## config.mk

```make
export PLATFORM = sky130hd
export DESIGN_NAME = ffn_layer_sequencer_flat
export DESIGN_NICKNAME = d
export VERILOG_FILES = /design/src/rtl/ffn_layer_sequencer_pkg.sv /design/src/rtl/ffn_layer_sequencer_if.sv /design/src/rtl/ffn_layer_sequencer_tag_pipe.sv /design/src/rtl/ffn_layer_sequencer.sv /design/src/flat_wrapper.sv
export SDC_FILE = /design/constraint.sdc
export NUM_CORES = 1
export LEC_CHECK = 0
export BUFFER_PORTS_ARGS = -buffer_cell sky130_fd_sc_hd__buf_2
export CORE_MARGIN = 2
export CORE_UTILIZATION = 50
export CTS_BUF_LIST = sky130_fd_sc_hd__clkbuf_16
export CTS_CLUSTER_SIZE = 8
export DETAILED_ROUTE_END_ITERATION = 10
export GPL_TIMING_DRIVEN = 0
export PLACE_DENSITY_LB_ADDON = 0.15
export SLEW_MARGIN = 20
export SYNTH_ARGS = -nofsm -noshare
export SYNTH_HDL_FRONTEND = slang
export SYNTH_SLANG_ARGS = --single-unit
export TNS_END_PERCENT = 10
```

## constraint.sdc

```tcl
create_clock -name clock -period 2.9 [get_ports clock]
set_clock_uncertainty 0.15 [all_clocks]
set_input_delay 0.29 -clock clock [delete_from_list [all_inputs] [get_ports clock]]
set_output_delay 0.29 -clock clock [all_outputs]
set_load 0.02 [all_outputs]
```

## src/rtl/ffn_layer_sequencer_pkg.sv

```systemverilog
// ffn_layer_sequencer_pkg: shared defaults and FSM state encoding for the FFN layer sequencer
package ffn_layer_sequencer_pkg;
  localparam int FFN_NUM_TILES = 4;
  localparam int FFN_MEM_LATENCY = 1;
  localparam int FFN_DP_LATENCY = 4;
  typedef enum logic [1:0] {SEQ_IDLE, SEQ_ISSUE, SEQ_DRAIN, SEQ_DONE} seq_state_t;
endpackage

```

## src/rtl/ffn_layer_sequencer_if.sv

```systemverilog
// ffn_layer_sequencer_if: job handshake, weight-read and result-write strobes of the sequencer
interface ffn_layer_sequencer_if #(parameter int TILE_AW = 2) ();
  logic [TILE_AW:0] cfg_num_tiles;
  logic in_valid;
  logic in_ready;
  logic in_load;
  logic w_rd_en;
  logic [TILE_AW-1:0] w_rd_addr;
  logic res_wr_en;
  logic [TILE_AW-1:0] res_wr_addr;
  logic out_valid;
  logic out_ready;
  logic busy;
  modport master (
    input cfg_num_tiles, in_valid, out_ready,
    output in_ready, in_load, w_rd_en, w_rd_addr, res_wr_en, res_wr_addr, out_valid, busy
  );
  modport slave (
    output cfg_num_tiles, in_valid, out_ready,
    input in_ready, in_load, w_rd_en, w_rd_addr, res_wr_en, res_wr_addr, out_valid, busy
  );
endinterface

```

## src/rtl/ffn_layer_sequencer_tag_pipe.sv

```systemverilog
// ffn_tag_pipe: valid+address shift register that mirrors the memory and datapath latency
module ffn_tag_pipe #(
  parameter int DEPTH = 5,
  parameter int AW = 2
) (
  input  logic clk,
  input  logic rst,
  input  logic push,
  input  logic [AW-1:0] push_addr,
  output logic tail_valid,
  output logic [AW-1:0] tail_addr,
  output logic any_valid
);
  logic [DEPTH-1:0] valid;
  logic [AW-1:0] addr [DEPTH];
  always_ff @(posedge clk)
    if (rst) begin
      valid <= '0;
      addr <= '{default: '0};
    end else begin
      valid[0] <= push;
      addr[0] <= push_addr;
      for (int i = 1; i < DEPTH; i++) begin
        valid[i] <= valid[i-1];
        addr[i] <= addr[i-1];
      end
    end
  assign tail_valid = valid[DEPTH-1];
  assign tail_addr = addr[DEPTH-1];
  // Ignores the tail entry: set only while some tag will still be in flight next cycle
  assign any_valid = |(valid << 1);
endmodule

```

## src/rtl/ffn_layer_sequencer.sv

```systemverilog
// ffn_layer_sequencer: job FSM, tile issue counter and result-write tracking for the FFN datapath
module ffn_layer_sequencer
  import ffn_layer_sequencer_pkg::*;
#(
  parameter int NUM_TILES = FFN_NUM_TILES,
  parameter int TILE_AW = $clog2(NUM_TILES),
  parameter int MEM_LATENCY = FFN_MEM_LATENCY,
  parameter int DP_LATENCY = FFN_DP_LATENCY
) (
  input logic clock,
  input logic reset,
  ffn_layer_sequencer_if.master bus
);
  typedef logic [TILE_AW:0] cnt_t;
  localparam cnt_t MAX_N = cnt_t'(NUM_TILES);
  seq_state_t state, state_nxt;
  cnt_t n, cnt, n_clamp;
  logic rdy, accept, pipe_v, pipe_any;
  logic [TILE_AW-1:0] pipe_addr;
  assign n_clamp = bus.cfg_num_tiles == '0 ? cnt_t'(1) : bus.cfg_num_tiles > MAX_N ? MAX_N : bus.cfg_num_tiles;
  ffn_tag_pipe #(.DEPTH(MEM_LATENCY + DP_LATENCY), .AW(TILE_AW)) tag_pipe (
    .clk(clock),
    .rst(reset),
    .push(bus.w_rd_en),
    .push_addr(bus.w_rd_addr),
    .tail_valid(pipe_v),
    .tail_addr(pipe_addr),
    .any_valid(pipe_any)
  );
  always_ff @(posedge clock)
    if (reset) begin
      state <= SEQ_IDLE;
      n <= '0;
      cnt <= '0;
    end else begin
      state <= state_nxt;
      if (accept) begin
        n <= n_clamp;
        cnt <= '0;
      end else if (state == SEQ_ISSUE) cnt <= cnt + 1'b1;
    end
  // Every strobe is forced low while reset is asserted so nothing leaks out mid-reset
  always_comb begin
    state_nxt = state;
    rdy = 1'b0;
    accept = 1'b0;
    bus.in_ready = 1'b0;
    bus.in_load = 1'b0;
    bus.w_rd_en = 1'b0;
    bus.w_rd_addr = '0;
    bus.res_wr_en = 1'b0;
    bus.res_wr_addr = '0;
    bus.out_valid = 1'b0;
    bus.busy = 1'b0;
    if (!reset) begin
      rdy = state == SEQ_IDLE;
      accept = rdy && bus.in_valid;
      bus.in_ready = rdy;
      bus.in_load = accept;
      bus.w_rd_en = state == SEQ_ISSUE;
      bus.w_rd_addr = cnt[TILE_AW-1:0];
      bus.res_wr_en = pipe_v;
      bus.res_wr_addr = pipe_addr;
      bus.out_valid = state == SEQ_DONE;
      bus.busy = state != SEQ_IDLE;
      unique case (state)
        SEQ_IDLE: state_nxt = accept ? SEQ_ISSUE : SEQ_IDLE;
        SEQ_ISSUE: state_nxt = cnt == n - 1'b1 ? SEQ_DRAIN : SEQ_ISSUE;
        SEQ_DRAIN: state_nxt = pipe_any ? SEQ_DRAIN : SEQ_DONE;
        SEQ_DONE: state_nxt = bus.out_ready ? SEQ_IDLE : SEQ_DONE;
        default: state_nxt = SEQ_IDLE;
      endcase
    end
  end
endmodule
```

## src/flat_wrapper.sv

```systemverilog
// flat-port wrapper written by rule: the top's interface ports become plain ports
module ffn_layer_sequencer_flat import ffn_layer_sequencer_pkg::*;
#(
  parameter int NUM_TILES = FFN_NUM_TILES,
  parameter int TILE_AW = $clog2(NUM_TILES),
  parameter int MEM_LATENCY = FFN_MEM_LATENCY,
  parameter int DP_LATENCY = FFN_DP_LATENCY
)
  (clock, reset, bus_cfg_num_tiles, bus_in_valid, bus_out_ready, bus_in_ready, bus_in_load, bus_w_rd_en, bus_w_rd_addr, bus_res_wr_en, bus_res_wr_addr, bus_out_valid, bus_busy);
  ffn_layer_sequencer_if #(.TILE_AW(TILE_AW)) bus_i ();
  input logic clock;
  input logic reset;
  input wire logic [$bits(bus_i.cfg_num_tiles)-1:0] bus_cfg_num_tiles;
  input wire logic [$bits(bus_i.in_valid)-1:0] bus_in_valid;
  input wire logic [$bits(bus_i.out_ready)-1:0] bus_out_ready;
  output wire logic [$bits(bus_i.in_ready)-1:0] bus_in_ready;
  output wire logic [$bits(bus_i.in_load)-1:0] bus_in_load;
  output wire logic [$bits(bus_i.w_rd_en)-1:0] bus_w_rd_en;
  output wire logic [$bits(bus_i.w_rd_addr)-1:0] bus_w_rd_addr;
  output wire logic [$bits(bus_i.res_wr_en)-1:0] bus_res_wr_en;
  output wire logic [$bits(bus_i.res_wr_addr)-1:0] bus_res_wr_addr;
  output wire logic [$bits(bus_i.out_valid)-1:0] bus_out_valid;
  output wire logic [$bits(bus_i.busy)-1:0] bus_busy;
  assign bus_i.cfg_num_tiles = bus_cfg_num_tiles;
  assign bus_i.in_valid = bus_in_valid;
  assign bus_i.out_ready = bus_out_ready;
  assign bus_in_ready = bus_i.in_ready;
  assign bus_in_load = bus_i.in_load;
  assign bus_w_rd_en = bus_i.w_rd_en;
  assign bus_w_rd_addr = bus_i.w_rd_addr;
  assign bus_res_wr_en = bus_i.res_wr_en;
  assign bus_res_wr_addr = bus_i.res_wr_addr;
  assign bus_out_valid = bus_i.out_valid;
  assign bus_busy = bus_i.busy;
  ffn_layer_sequencer #(.NUM_TILES(NUM_TILES), .TILE_AW(TILE_AW), .MEM_LATENCY(MEM_LATENCY), .DP_LATENCY(DP_LATENCY)) u_core (.clock(clock), .reset(reset), .bus(bus_i));
endmodule
```

Word level (Yosys, flattened, before mapping)

Cells that the tools add are included.

Output and inout port bits: 10
Bits of input ports: 7
Bits in registers: 23
Word-level logic and storage cells: 37

Reduce and logical (&&, ||, !) cells: 6
Add/subtract/negate cells: 2
Mux-type cells: 15
Eq/ne operators: 4
Order comparisons: 1

Operators with widths:

| cell                                                                  | count |
|---|---|
| 1-bit 2-to-1 mux                                                      | 8 |
| 2-bit 2-to-1 mux                                                      | 4 |
| 2-bit case mux with 4 select lines                                    | 1 |
| 3-bit 2-to-1 mux                                                      | 2 |
| 2-bit equality test, second input constant                            | 2 |
| 4-bit OR reduction                                                    | 1 |
| 3-bit by 1-bit adder with 3-bit output, second input constant         | 1 |
| 3-bit equality test                                                   | 1 |
| 3-bit greater-than comparator, second input constant                  | 1 |
| 3-bit zero test                                                       | 1 |
| 3-bit by 1-bit subtractor with 3-bit output, second input constant    | 1 |
| 2-bit by 1-bit equality test with 1-bit output, second input constant | 1 |
| 2-bit zero test                                                       | 1 |
| 2-bit nonzero test                                                    | 1 |
| 2-bit OR reduction                                                    | 1 |
| 1-bit logical AND                                                     | 1 |

Longest topological paths before layout

Gate-level depths: netlist of the first run.

Depth in word-level cells: 4
Mapped depth: 5
Mapped depth without buffers: 5

Hierarchy

Synthesis of the first run repeated with hierarchy kept, for this count alone.

Cells, all modules: 95
Area, all modules: 944.7 um^2

Modules (own cells, without submodules):

| module              | instances | area an instance (um^2) | cells an instance |
|---|---|---|---|
| ffn_layer_sequencer | 1         | 520.5                   | 61 |
| ffn_tag_pipe        | 1         | 424.2                   | 34 |

Worst setup path before layout of the first run

Ideal clock, no wire load.

Path kind: register to register
From: register u_core.n[0]
To: register u_core.state[0]
Required time: 2628 ps
Path buffers: 0
Clock period less this slack: 1673 ps
Library setup time: 122 ps
Arrival: 1401 ps
Path slack: 1227 ps
Cell stages (with the launch flop): 6
Cells stage by stage: dfxtp_1 inv_1 ha_1 xor3_1 o311a_1 a311o_1

Word-level cells in the longest chain between the ends: 4

Ends and longest elaborated chain:

| element                                     | RTL line                  | text |
|---|---|---|
| start: declaration                          | ffn_layer_sequencer.sv:17 | `cnt_t n, cnt, n_clamp;` |
| start signal: assignment                    | ffn_layer_sequencer.sv:38 | `n <= n_clamp;` |
| 3-bit by 1-bit subtractor with 3-bit output | ffn_layer_sequencer.sv:68 | `SEQ_ISSUE: state_nxt = cnt == n - 1'b1 ? SEQ_DRAIN : SEQ_ISSUE;` |
| 3-bit equality test                         | ffn_layer_sequencer.sv:68 |  |
| 2-bit 2-to-1 mux                            | ffn_layer_sequencer.sv:68 |  |
| 2-bit case mux with 4 select lines          | ffn_layer_sequencer.sv:66 | `unique case (state)` |
| end signal: assignment                      | ffn_layer_sequencer.sv:36 | `state <= state_nxt;` |
| end: declaration                            | ffn_layer_sequencer.sv:16 | `seq_state_t state, state_nxt;` |

Every way passes these cells.
A chain may end at the register's enable or synchronous reset.

Worst setup path in the final report of the first run

Same ends and word-level chain as after synthesis.

==> run summary, run 1 <==
Syn_nets -> 98
Power per Cell Area -> 798 nW/um2
Slew @ Worst Pin -> 436 ps
Via count -> 639
Final setup vio count -> 0
Seq/Total Area, Yosys -> 49.7%
Synth Register Bits -> 23
TritonCTS clock tree -> yes
Fillers -> 143
Initial Util -> 53.7%
Sink Count -> 23
RSZ-0062 raised after global routing -> no
Vias in the first global route -> 560
Post-DR vias/cell -> 4.80
Core area -> 1730 um2
Setup Buffers After CTS -> 0
Headroom to the max-slew limit -> 70.9%
H-tree levels -> 1
Cell Rows -> 15
GP Congestion -> 0.784
Die Span Y -> 47.1 um
Worst Path Required -> 2890 ps
Drt pass-1 iters -> 3
Synth top area cells -> dfxtp_1 50%, nor2b_1 13%, mux2i_1 3.2%
Crit share post-route -> 61.1%
Leak -> 0.480 nW
Area grow syn2layout -> 20.1%
Nets@finish -> 118
Post-Syn Instances -> 89
Netlist cell types -> 30
Worst-path clk slew -> 60 ps
Hold Path Class -> input pin to flip-flop
Syn Std Cell Area -> 927 um2
GR Overflow Total -> 0
Crit path time final -> 1770 ps
Max clock buf depth -> 2
Syn. warnings -> 0
DRC Markers -> 0
Die width -> 47.1 um
Die area -> 2210 um2
Port Buffers -> 15
CP Launch Type -> flip-flop
Layout cell share with drive strength beyond 1 -> 25.0%
Cell taking the most area after synthesis -> dfxtp_1
Commonest non-fill, non-tap cells in the layout -> 23 x dfxtp_1, 20 x nor2b_1, 15 x buf_2
WL/cell -> 11.3 um
Hold buffer count at CTS -> 0
Synthesized area per cell -> 10.4 um2
CTS resizes -> 0
Hold Violations, Final -> 0
Maximum VDD drop -> 0.000471 V
Largest net degree at the start of global routing -> 14
Dpl cells -> 129
Clk_lat worst skew -> 250 ps
Final Max Slew Viols -> 0
Multi-input gate area -> 425 um2
Critical-path maximum fanout -> 3
CP arrival -> 1760 ps
Critical path type -> flip-flop to flip-flop
Final WL -> 1500 um
Inserted Clock Buffers -> 3
Initial antenna violation count -> 0
Final ANT Viol Nets -> 0
Fin cells -> 133
Max Cap Viol -> 0
Overall Global Routing Usage -> 15.6%
Status -> completed
1st-iter DRT viols -> 3
Fmax -> 565 MHz
HPWL after DPL -> 1080 um
I/O pin count -> 17
Yosys top cell area share -> 49.7%
First-pass GRT wire length -> 2380 um
Root Driver -> clkbuf_16
FF/Latch Area -> 460 um2
CP endpoint kind -> flip-flop
Commonest non-fill, non-tap cell in the layout -> dfxtp_1
N_diodes -> 0
Setup TNS -> 0 ps
==> cell type report <==
class	instances	share of cell area (%)
clock inverters	1	0.449
plain buffers	5	2.70
flip-flops and latches	23	41.3
clock buffers	3	6.74
multi-input cells	58	38.2
inverters	3	1.01
well taps	25	2.81
repair buffers	15	6.74
==> power by group <==
part	total (mW)	internal, mW	switching (mW)
sequential	0.366	0.349	0.0176
clock	0.295	0.185	0.110
combinational	0.227	0.106	0.120
total	0.888	0.640	0.248
==> routing by layer <==
| layer | vias up | global-route usage, % | share of wire, % |
|---|---|---|---|
| met2 | 12 | 23.6 | 46 |
| met3 | 4 | 3.46 | 3.3 |
| li1 | 333 | - | - |
| met5 | - | 0 | 0 |
| met1 | 290 | 20.1 | 49 |
| met4 | 0 | 10.0 | 1.8 |
==> synth_stat cells <==
master	count
nor2_1	3
ha_1	2
nor3b_1	1
buf_4	3
inv_2	1
nor3_2	1
o31ai_1	1
nor2b_1	20
and2_1	3
xnor2_1	2
or4_1	1
xor3_1	1
o21ba_2	1
a21oi_1	3
a22oi_1	1
and3_1	2
inv_1	2
nand3b_1	2
nand3_1	1
o311a_1	1
nand2_1	1
nor2b_2	1
o21ai_0	1
o21bai_1	1
clkbuf_1	2
nand2b_1	3
mux2i_1	3
nor3b_2	1
dfxtp_1	23
a311o_1	1
==> final timing paths <==
kind,start,endpoint,slack (ps),cells past startpoint
setup / recovery,u_core.n[0],u_core.state[0],1130,5
hold / removal,reset,u_core.tag_pipe.valid[4],130,2
setup reg to reg,u_core.n[0],u_core.state[0],1130,5
hold reg to reg,u_core.tag_pipe.addr[9],u_core.tag_pipe.addr[7],280,1
==> critical path, cell delays in order, from the launching register on <==
cell     delay (ps)
dfxtp_1         380
inv_1            60
ha_1            190
xor3_1          210
o311a_1         360
a311o_1         310
==> metrics by stage <==
stage / total power [mW] / setup WS, ps / hold slack (ps) / area, um2 / util (%)
6_report: 0.888 / 1130 / 134 / 1110 / 64.5
5_1_grt: 0.930 / 1080 / 149 / 1110 / 64.5
4_1_cts: 0.898 / 1120 / 134 / 1110 / 64.5
3_5_place_dp: 0.600 / 1140 / 275 / 1030 / 59.9
3_3_place_gp: 0.595 / 1160 / 267 / 1030 / 59.9
2_1_floorplan: 0.549 / 1230 / 264 / 927 / -
==> logic make-up after synthesis <==
kind of cell             after synthesis  share of synthesized area [%]
adder cells (fa/ha/maj)                2                           2.70
buffers and inverters                  8                           4.45
AO/OA/AOI/OAI                         10                           7.83
XOR/XNOR                               3                           4.45
AND/OR/NAND/NOR                       40                           27.7
multiplexers                           3                           3.24
flip-flops                            23                           49.7
==> sequential cells by signal, indices dropped and copies added, names as in the netlist <==
register,flops
u_core.tag_pipe.tail_addr,2
u_core.n,3
u_core.tag_pipe.addr,8
u_core.tag_pipe.valid,5
u_core.state,2
u_core.cnt,3
No activity file was read; power rests on OpenSTA's default activity.
==> run 2, diff against run 1 <==
Settings changed: CORE_UTILIZATION 50 to 47.
Clock period 2.9 ns to 1.6 ns, I/O delays scaled along.
==> run 2 against run 1 <==
Net effect: the run now ends with negative setup slack left; global-route usage shrank 1.4 points; sequential share of layout area shrank 0.91 points; flip-flop and latch count is the same; die area grew 5.8%; combinational power grew 91%; first-iteration DRC count grew 67%; utilization shrank 4.3 points; register-to-register slack lost 1200 ps; critical endpoint unchanged; highest routed layer unchanged.
==> run summary, run 2 (synthesized netlist as in run 1, its figures left out) <==
Status -> complete, but fails checks
Failing checks -> negative setup slack
Setup TNS -> -34.2 ps (-34.2 ps)
Nets@finish -> 119 (+0.85%)
Final setup vio count -> 2 (+2)
Commonest non-fill, non-tap cells in the layout -> 21 x dfxtp_1, 20 x nor2b_1, 15 x buf_2
Multi-input gate area -> 445 um2 (+4.7%)
Largest regs -> u_core.tag_pipe.addr: 8 flops, u_core.tag_pipe.valid: 5 flops
Critical-path maximum fanout -> 2 (-1)
WL/cell -> 11.1 um (-2.1%)
Total power -> 1.62 mW (+82%)
Cell family with most CP delay -> compound AO/OA/AOI/OAI gates
Fin worst setup slack -> -29.1 ps (-1160 ps)
Die area -> 2340 um2 (+5.8%)
Headroom to the max-slew limit -> 71.2% (+0.25 points)
CP arrival -> 1620 ps (-140 ps)
Biggest register -> u_core.tag_pipe.addr
Worst Path Required -> 1590 ps (-1300 ps)
Highest metal used -> met4
Cell Rows -> 16 (+1)
DRC Markers -> 0 (unchanged)
Power per Cell Area -> 1410 nW/um2 (+77%)
WL met3 -> 76 um (+55%)
GP Congestion -> 0.727 (-7.3%)
Port Buffers -> 15 (unchanged)
WL met1 -> 697 um (-4.7%)
Hold Path Class -> input pin to flip-flop
Post-DR vias/cell -> 4.76 (-0.98%)
TritonCTS clock tree -> yes
Placed instance area -> 1040 um2 (+0.36%)
Via count -> 647 (+1.3%)
Initial antenna violation count -> 0 (unchanged)
Maximum VDD drop -> 0.000802 V (+70%)
H-tree levels -> 1 (unchanged)
Core area -> 1900 um2 (+10%)
Max clock buf depth -> 2 (unchanged)
Max Cap Viol -> 0 (unchanged)
Max FFs per register -> 8 (unchanged)
Leak -> 0.491 nW (+2.3%)
Finished Cell Area -> 1140 um2 (+2.8%)
FF/Latch Area -> 463 um2 (+0.54%)
1st-iter DRT viols -> 5 (+2)
CP endpoint kind -> flip-flop
Clk_lat worst skew -> 250 ps (about the same)
Vias in the first global route -> 618 (+10%)
CP Launch Type -> flip-flop
Commonest non-fill, non-tap cell in the layout -> dfxtp_1
Largest net degree at the start of global routing -> 13 (-1)
Critical Path Max Stage Delay -> 350 ps (-30 ps)
RSZ-0062 raised after global routing -> yes
Met2 routed WL -> 718 um (+3.5%)
Critical path type -> flip-flop to flip-flop
Final Max Slew Viols -> 0 (unchanged)
Area grow syn2layout -> 23.5%
Crit share post-route -> 102% (+41 points)
Sink Count -> 23 (unchanged)
First-pass GRT wire length -> 2570 um (+7.8%)
Critical path buffer and inverter count -> 1 (unchanged)
Inserted Clock Buffers -> 3 (unchanged)
Crit path time final -> 1630 ps (-142 ps)
Worst hold slack -> 12.7 ps (-122 ps)
N_diodes -> 0 (unchanged)
Initial Util -> 48.7% (-4.9 points)
Hold buffer count at CTS -> 0 (unchanged)
Drt pass-1 iters -> 2 (-1)
Slew @ Worst Pin -> 433 ps (-3.71 ps)
Fmax -> 614 MHz (+8.7%)
CP cell instances -> inv_2, ha_4, xnor2_2, o311a_1, a311o_1
Critical-path top delay cell -> o311a_1
Die width -> 48.4 um (+2.9%)
Overall Global Routing Usage -> 14.2% (-1.4 points)
Layout cell share with drive strength beyond 1 -> 29.4% (+4.4 points)
Die Span Y -> 48.4 um (+2.9%)
Final WL -> 1510 um (+0.13%)
Root Driver -> clkbuf_16
Fillers -> 170 (+19%)
Hold Violations, Final -> 0 (unchanged)
Finished Core Util -> 60.2% (-4.3 points)
Worst-path clk slew -> 60 ps (about the same)
HPWL after DPL -> 1080 um (+0.12%)
GR Overflow Total -> 0 (unchanged)
I/O pin count -> 17 (unchanged)
Final ANT Viol Nets -> 0 (unchanged)
-- run 2: cell count changes in the layout (fill, tap and decap cells not counted), sizes merged --
cell,previous run,this run
buf,18,19
clkinv,1,0
inv,3,4
-- run 2: per-layer routing --
layer,global-route usage (%),vias to the layer above
met3,5.86,2
met4,4.29,0
met5,0,-
met2,25.9,13
li1,-,332
met1,14.8,300
-- run 2: worst register-to-register path, stage by stage, from the launching register on --
cell and delay, ps:
dfxtp_2 340, inv_2 40, ha_4 230, xnor2_2 130, o311a_1 350, a311o_1 270
-- run 2: worst paths after layout --
| kind | slack, ps | depth (start not counted) | from | to |
|---|---|---|---|---|
| worst max register to register | -30 | 5 | u_core.n[1] | u_core.state[0] |
| worst min register to register | 280 | 1 | u_core.tag_pipe.addr[6] | u_core.tag_pipe.addr[4] |
| worst max-delay path | -30 | 5 | u_core.n[1] | u_core.state[0] |
| worst min-delay path | 10 | 2 | reset | u_core.tag_pipe.valid[4] |
-- run 2: what timing repair did --
item,4_1_cts,5_1_grt
pin swaps,1,0
gates resized for setup,4,0
gates cloned,0,0
setup buffers,1,0
setup endpoints to repair,2,3
-- run 2: layout make-up --
class	count	area share (%)
buffer	5	2.62
timing repair buffer	16	7.21
clock buffer	3	6.56
clock inverter	1	0.328
tap	27	2.95
multi-input combinational	58	38.9
sequential	23	40.4
inverter	3	0.984
-- run 2: stage by stage --
| stage | instances | setup WS (ps) |
|---|---|---|
| after floorplan | 89 | -24.5 |
| after global placement | 131 | -95.7 |
| after detailed placement | 131 | -105 |
| after CTS | 136 | -30.1 |
| after global routing | 136 | -85.4 |
| final | 136 | -29.1 |
-- run 2: power breakdown --
group          internal, mW  total [mW]  leakage (nW)  switching (mW)
clock network         0.333       0.519        0.0423           0.186
registers             0.633       0.663         0.187          0.0302
logic                 0.208       0.434         0.261           0.226
==> run 3, diff against run 2 <==
Settings changed: ABC_AREA from default to 1.
==> run 3 against run 2 <==
Net effect: the run now ends clean; combinational power down 53%; wire length up 2.1%; sequential share of layout area down 0.63 points; via count up 16%; first-iteration DRC count down 80%; hold slack better by 11 ps; largest cell class unchanged.
==> run summary, run 3 <==
Nets@finish -> 158 (+33%)
Hold Path Class -> input pin to flip-flop
Maximum VDD drop -> 0.000611 V (-24%)
Layout cell share with drive strength beyond 1 -> 25.0% (-4.4 points)
Core area -> 1940 um2 (+2.1%)
Commonest non-fill, non-tap cells in the layout -> 28 x nor2_1, 26 x inv_1, 22 x dfxtp_1
Post-Syn Instances -> 128 (+44%)
Initial antenna violation count -> 0 (unchanged)
Fmax -> 673 MHz (+9.7%)
Max FFs per register -> 8 (unchanged)
Mux cell area share after synthesis -> 0% (-3.2 points)
I/O pin count -> 17 (unchanged)
Top_reg_cell synth -> dfxtp_1
WL met1 -> 788 um (+13%)
DRC Markers -> 0 (unchanged)
Ys async rst share -> 0% (unchanged)
Most frequent cells after synthesis -> 29 x nor2_1, 26 x inv_1, 23 x dfxtp_1, 19 x nand2_1
Largest net degree at the start of global routing -> 15 (+2)
Overall Global Routing Usage -> 14.0% (-0.19 points)
Biggest register -> u_core.tag_pipe.addr
GP Congestion -> 0.750 (+3.2%)
GR Overflow Total -> 0 (unchanged)
1st-iter DRT viols -> 1 (-4)
Max Cap Viol -> 0 (unchanged)
Netlist cell types -> 24 (-20%)
Post-DR vias/cell -> 4.29 (-9.9%)
Synth top area cells -> dfxtp_1 48%, nor2_1 11%, inv_1 10%
Drt pass-1 iters -> 2 (unchanged)
Syn Std Cell Area -> 955 um2 (+3.0%)
Final ANT Viol Nets -> 0 (unchanged)
Slew @ Worst Pin -> 428 ps (-4.84 ps)
Syn_nets -> 137 (+40%)
Final WL -> 1540 um (+2.1%)
Status -> completed
Die width -> 49.1 um (+1.4%)
Via count -> 750 (+16%)
CP arrival -> 1180 ps (-440 ps)
Synth Area in Simple Gates -> 26.3% (-1.3 points)
WL/cell -> 8.78 um (-21%)
Clk_lat worst skew -> 250 ps (about the same)
Fin cells -> 175 (+29%)
Dpl cells -> 170 (+30%)
Inserted Clock Buffers -> 3 (unchanged)
Port Buffers -> 15 (unchanged)
Power per Cell Area -> 1170 nW/um2 (-17%)
Die area -> 2410 um2 (+2.7%)
Cell taking the most area after synthesis -> dfxtp_1
Fillers -> 192 (+13%)
Largest family of logic cells by synthesized area -> simple AND/OR/NAND/NOR gates
Crit path time final -> 1490 ps (-144 ps)
Vias in the first global route -> 640 (+3.6%)
Headroom to the max-slew limit -> 71.5% (+0.32 points)
H-tree levels -> 1 (unchanged)
TritonCTS clock tree -> yes
Synthesized area per cell -> 7.46 um2 (-28%)
RSZ-0062 raised after global routing -> no
Total power -> 1.36 mW (-16%)
Max clock buf depth -> 2 (unchanged)
N_diodes -> 0 (unchanged)
Fraction of the mapped netlist area in compound gates -> 6.42% (-1.4 points)
WL met3 -> 35 um (-54%)
Yosys top cell area share -> 48.2% (-1.4 points)
Multi-input gate area -> 349 um2 (-22%)
Setup Buffers After CTS -> 0 (-1)
Highest metal used -> met4
Top-count cell post-synth -> nor2_1
Root Driver -> clkbuf_16
CP Launch Type -> flip-flop
Met2 routed WL -> 699 um (-2.6%)
Initial Util -> 49.2% (+0.41 points)
Critical path type -> flip-flop to output port
Worst-path clk slew -> 60 ps (about the same)
Critical Path Max Stage Delay -> 360 ps (about the same)
Final Max Slew Viols -> 0 (unchanged)
CP endpoint kind -> output port
First-pass GRT wire length -> 2680 um (+4.6%)
CP cell instances -> inv_1, or2_4, nor2_1, buf_2
Setup TNS -> 0 ps (+34.2 ps)
FF/Latch Area -> 462 um2 (-0.27%)
Number of enable flip-flop cells after synthesis -> 0 (unchanged)
Pre-CTS setup slack -> 141 ps (+246 ps)
Final setup vio count -> 0 (-2)
Die Span Y -> 49.1 um (+1.4%)
HPWL after DPL -> 1160 um (+7.2%)
Syn. warnings -> 0 (unchanged)
Largest regs -> u_core.tag_pipe.addr: 8 flops, u_core.tag_pipe.valid: 5 flops
Worst Path Required -> 1290 ps (-300 ps)
Critical-path maximum fanout -> 5 (+3)
Synth Area in XOR/XNOR -> 0.917% (-3.5 points)
Area grow syn2layout -> 21.5%
Synth Register Bits -> 23 (unchanged)
Finished Core Util -> 59.7% (-0.47 points)
Hold Violations, Final -> 0 (unchanged)
Cell Rows -> 16 (unchanged)
Seq/Total Area, Yosys -> 48.2% (-1.4 points)
Commonest non-fill, non-tap cell in the layout -> nor2_1
Critical-path top delay cell -> dfxtp_2
Sink Count -> 23 (unchanged)
Post-synthesis adder-cell area fraction -> 2.62% (-0.078 points)
Fin worst setup slack -> 115 ps (+144 ps)
Leak -> 0.541 nW (+10%)
Crit share post-route -> 92.8% (-9.0 points)
[run 3: cell count changes after synthesis, sizes merged, moves of 20 or more]
cell and delta:
inv +27, nand2 +20, nor2 +27, nor2b -21
[run 3: timing repair]
item | 4_1_cts | 5_1_grt
hold endpoints to repair | 2 | 0
endpoints found under the setup margin | 0 | 2
resized for setup | 0 | 2
hold buffers | 1 | 0
[run 3: layout make-up]
cell class                      count  area share (%)
Buffer                              4            2.27
Tap cell                           27            2.91
Clock inverter                      1           0.647
Sequential cell                    23            39.8
Multi-Input combinational cell     70            30.1
Inverter                           31            10.5
Timing Repair Buffer               16            7.34
Clock buffer                        3            6.47
[run 3: final timing paths]
path	slack (ps)	end	cells past startpoint	start
setup / recovery	110	bus_w_rd_en	4	u_core.state[0]
hold / removal	20	u_core.n[1]	3	bus_cfg_num_tiles[1]
setup reg to reg	140	u_core.state[0]	9	u_core.n[0]
hold reg to reg	250	u_core.tag_pipe.addr[3]	2	u_core.tag_pipe.addr[5]
[run 3: cell families (layout without fill, tap and decap cells)]
family	count (synthesis)	count (layout)
buf+inv	35	55
simple gates	60	60
xor+xnor	1	1
compound gates	7	7
flops	23	23
fa+ha+maj	2	2
[run 3: power by group]
part	internal (mW)	total (mW)	switching, mW
sequential	0.599	0.619	0.0195
clock	0.338	0.533	0.195
combinational	0.0781	0.204	0.125
total	1.02	1.36	0.340
[run 3: worst max-delay path, delay by kind of cell (launching register included)]
family                 cells  cell delay (ps)
buffers and inverters      2              230
flip-flops                 1              360
AND/OR/NAND/NOR            2              340
[run 3: routing by layer]
metal  track usage [%]  up-vias
li1                  -      410
met1              19.0      332
met2              22.3        6
met3              2.76        2
met4              4.29        0
met5                 0        -
[run 3: per-stage QoR]
stage                     area (um2)  hold WS (ps)
after floorplan                  955           164
after global placement          1060           239
after detailed placement        1060           243
after CTS                       1160          20.3
after global routing            1160          61.9
final                           1160          23.2
